==> config.mk <==
export PLATFORM = sky130hd
export DESIGN_NAME = instruction_fetch
export DESIGN_NICKNAME = d
export VERILOG_FILES = /design/src/rtl/instruction_fetch_pkg.sv /design/src/rtl/instruction_fetch.sv
export SDC_FILE = /design/constraint.sdc
export NUM_CORES = 1
export LEC_CHECK = 0
export BUFFER_PORTS_ARGS = -buffer_cell sky130_fd_sc_hd__clkbuf_2
export CORE_MARGIN = 8
export CORE_UTILIZATION = 42
export DETAILED_ROUTE_END_ITERATION = 8
export PLACE_DENSITY = 0.82
export REMOVE_ABC_BUFFERS = 1
export SYNTH_ARGS = -nofsm -noshare
export SYNTH_HDL_FRONTEND = slang
export SYNTH_SLANG_ARGS = --single-unit
==> constraint.sdc <==
create_clock -name clk -period 1.6 [get_ports clk]
set_clock_uncertainty 0.15 [all_clocks]
set_input_delay 0.08 -clock clk [delete_from_list [all_inputs] [get_ports clk]]
set_output_delay 0.08 -clock clk [all_outputs]
set_load 0.05 [all_outputs]
==> src/rtl/instruction_fetch_pkg.sv <==
// Shared definitions for the instruction fetch stage: default widths, opcode
// field position, halt opcode and FSM state encodings.
package instruction_fetch_pkg;

    localparam int ADDR_W_DEF  = 10;
    localparam int INSTR_W_DEF = 16;

    localparam int OPC_HI = 15;
    localparam int OPC_LO = 13;

    localparam logic [2:0] HALT_OP_DEF = 3'b111;

    localparam logic [1:0] ST_START  = 2'd0;
    localparam logic [1:0] ST_RUN    = 2'd1;
    localparam logic [1:0] ST_HALTED = 2'd2;

    function automatic logic is_halt(input logic [2:0] opc, input logic [2:0] halt_op);
        return (opc == halt_op);
    endfunction

endpackage

==> src/rtl/instruction_fetch.sv <==
// Single-stage instruction fetch: PC register, one-entry output register with
// valid/ready handshake, redirect flush and halt-on-opcode.
//
// state     | meaning
// ----------+-------------------------------------------------------
// ST_START  | first cycle after reset, no capture
// ST_RUN    | fetching one instruction per cycle when not stalled
// ST_HALTED | halt opcode captured, PC frozen, output drains
module instruction_fetch
    import instruction_fetch_pkg::*;
#(
    parameter int               ADDR_W   = ADDR_W_DEF,
    parameter int               INSTR_W  = INSTR_W_DEF,
    parameter logic [ADDR_W-1:0] RESET_PC = '0,
    parameter logic [2:0]       HALT_OP  = HALT_OP_DEF
) (
    input  logic               clk,
    input  logic               rst,
    output logic [ADDR_W-1:0]  imem_addr,
    input  logic [INSTR_W-1:0] imem_instr,
    input  logic               redirect_valid,
    input  logic [ADDR_W-1:0]  redirect_pc,
    output logic               out_valid,
    input  logic               out_ready,
    output logic [INSTR_W-1:0] out_instr,
    output logic [ADDR_W-1:0]  out_pc,
    output logic               halted
);

    logic [1:0]        state;
    logic [ADDR_W-1:0] pc;
    logic [ADDR_W-1:0] pc_next;
    logic              accept;
    logic              capture;
    logic              halt_hit;

    assign imem_addr = pc;
    // Natural ADDR_W-bit overflow gives the required wrap to address 0.
    assign pc_next   = pc + {{(ADDR_W-1){1'b0}}, 1'b1};
    assign accept    = out_valid & out_ready;
    assign capture   = (state == ST_RUN) & (~out_valid | out_ready) & ~redirect_valid;
    assign halt_hit  = is_halt(imem_instr[OPC_HI:OPC_LO], HALT_OP);

    always_ff @(posedge clk) begin
        if (rst) begin
            state     <= ST_START;
            pc        <= RESET_PC;
            out_valid <= 1'b0;
            out_instr <= '0;
            out_pc    <= '0;
            halted    <= 1'b0;
        end else if (redirect_valid) begin
            // Flush wins over capture and stall; a held instruction accepted
            // this cycle is simply dropped from the register.
            state     <= ST_RUN;
            pc        <= redirect_pc;
            out_valid <= 1'b0;
            halted    <= 1'b0;
        end else begin
            if (capture) begin
                out_instr <= imem_instr;
                out_pc    <= pc;
                out_valid <= 1'b1;
                if (halt_hit) begin
                    state  <= ST_HALTED;
                    halted <= 1'b1;
                end else begin
                    pc <= pc_next;
                end
            end else if (accept) begin
                out_valid <= 1'b0;
            end
            if (state == ST_START) begin
                state <= ST_RUN;
            end
        end
    end

endmodule

==> qor.txt <==
count of final hold-check violations = 0
CP max FO = 3
clk_lat worst skew = 0.29 ns
fraction of layout cells with a size suffix above 1 = 0.351
PortBufs = 67
die span in x = 78.5 um
global-route wire length before repair = 8130 um
worst min-delay path class = primary input to flop
RSZ-0062 raised after global routing = yes
largest net degree at the start of global routing = 19
# setup viols final = 0
Leakage = 0.00111 uW
P_sw = 701 uW
Post-Route WL = 4870 um
Final Cycle Share = 0.983
Worst-Margin Slew = 0.350 ns
fin util = 0.691
clk buf depth = 2
synthesized area = 1640 um^2
1st-iter DRT viols = 100
Clk network pwr share = 0.355
register area = 807 um^2
total track usage = 0.160
GR Overflow Total = 0
Pint = 1790 uW
clk slew on worst S/H paths = 0.07 ns
crit start category = flop
ANT nets after route = 0
switch share = 0.282
Die Height = 78.5 um
Synth Flop Type = dfxtp_1
Mapped Cells = 202
initial antenna violation count = 0
routed len/inst = 13.5 um
Vias/cell = 4.99
GPL Wtd Cong = 0.806
clk root buf = clkbuf_8
drt pass-1 iters = 4
EDFF count, synth = 0
Post-synth ARST share = 0
post-placement cell count = 323
DRC errors left = 0
sequential area share after synthesis = 0.488
Placement Rows = 22
fmax = 636 MHz
H-tree depth = 2
Core ar. = 3720 um^2
die area = 6160 um^2
critical setup path kind = flop to flop
Worst Setup End Kind = flop
max_slew headroom = 0.765
I/O pin cnt = 68
starting density of the core = 0.441
critical path arrival = 1.62 ns
number of synthesized register bits = 40
most frequent cells after synthesis = nand2_1 (56), dfxtp_1 (40), a21oi_1 (27), nand3_1 (9), nor2_1 (9)
Final nets = 343
minimum clock period after layout = 1.57 ns
Worst R2R Setup Slack = 0.03 ns
Max Cap Viol = 0
WP data required = 1.65 ns
via count of the first global-routing pass = 1758
Setup WS post-layout = 0.0278 ns
FILL cells = 283
outcome = complete, no violations
CTS buffer count = 5
part of the power in registers = 0.433
library cells used by synthesis = 37
Avg Inst Size Synth = 8.12 um^2
CTS tree = yes
diodes inserted = 0
Synth warnings = 0
Placement Setup Slack = 0.00338 ns
Final Non-Filler Cells = 361
top cells by area, synth = dfxtp_1 (49%), nand2_1 (13%), a21oi_1 (8.2%), nand3_1 (2.7%), a211oi_1 (2.7%)
DP HPWL = 3390 um
multi-input logic area = 815 um^2
Layout area overhead = 56.6%
share of the synthesized area in the top cell type = 0.488
Clock Sinks = 40
via count = 1801
fin. max-slew vios = 0
cell taking the most area after synthesis = dfxtp_1
Combinational Power Share = 0.212
VDD IR max = 0.696 mV
Pwr per Cell Area = 969 nW/um^2
most frequent cell after synthesis = nand2_1
==> power groups by stage <==
stage                     Combinational (uW)  Sequential (uW)  Clock [uW]
after floorplan                          117             1270           0
after global placement                   459             1100           0
after detailed placement                 464             1100           0
after CTS                                519             1080         913
after global routing                     565             1090         956
final                                    526             1080         883
==> logic make-up (layout without fill, tap and decap cells) <==
family | Yosys count | in the layout | synth area share
DFF | 40 | 40 | 0.488
and+or+nand+nor | 96 | 96 | 0.275
buffers and inverters | 13 | 124 | 0.0320
AOI/OAI and AO/OA | 46 | 46 | 0.164
adders and majority gates | 1 | 1 | 0.00763
xor gates and xnor gates | 5 | 5 | 0.0267
muxes | 1 | 1 | 0.00610
==> final cells by class <==
class	count	share of cell area
inverter	3	0.00438
multi-input combinational	149	0.317
clock inverter	1	0.0117
sequential	40	0.314
timing repair buffer	113	0.292
clock buffer	7	0.0375
tap	48	0.0234
==> worst max-delay path: stages (launching register included) <==
cell and delay (ns):
dfxtp_2 0.34, nor2b_4 0.19, buf_4 0.13, nand4_1 0.10, or3_1 0.32, a311oi_1 0.26
==> repair_timing <==
action	in CTS	in global routing
pin swaps	0	4
cloned	0	0
hold buffers	26	0
setup buffers	1	3
endpoints found under the hold margin	28	0
endpoints found under the setup margin	2	30
gates resized for setup	2	11
==> metal layers <==
| layer | vias to the layer above | wire (um) | track usage | share of wire |
|---|---|---|---|---|
| met1 | 803 | 2040 | 0.180 | 0.42 |
| met4 | 0 | 72 | 0.0444 | 0.015 |
| met2 | 72 | 2260 | 0.265 | 0.46 |
| li1 | 918 | - | - | - |
| met3 | 8 | 493 | 0.0752 | 0.10 |
| met5 | - | 0 | 0 | 0 |
==> final timing paths <==
| path | start | endpoint | cells past startpoint |
|---|---|---|---|
| hold / removal | redirect_pc[8] | imem_addr[8] | 4 |
| setup / recovery | state[0] | imem_addr[6] | 5 |
| hold reg to reg | out_pc[6] | out_pc[6] | 2 |
| setup reg to reg | state[0] | imem_addr[6] | 5 |
==> placed cells by master, fill, tap and decap left out, types with 5 or more instances in the layout <==
cell and instances:
a211oi_1 6, a21oi_1 27, buf_4 19, clkbuf_2 66
clkbuf_8 7, dfxtp_1 35, dfxtp_2 5, dlygate4sd3_1 26
nand2_1 56, nand3_1 9, nor2_1 9, nor3_1 5
==> sequential cells by signal (all words and copies together), names as in the netlist <==
name	cells
halted	1
out_pc	10
state	2
out_instr	16
out_valid	1
imem_addr	10
==> through the flow <==
stage | instance area (um^2) | power, uW | setup TNS, ns | hold slack, ns
finish | 2570 | 2490 | 0 | 0.0327
global route | 2570 | 2610 | -0.224 | 0.0460
CTS | 2520 | 2510 | 0 | 0.0180
detailed placement | 2110 | 1560 | 0 | 0.160
global placement | 2110 | 1560 | 0 | 0.152
floorplan | 1600 | 1390 | -12.00 | -0.000934
Note: power is estimated with default switching activity, not from simulation.
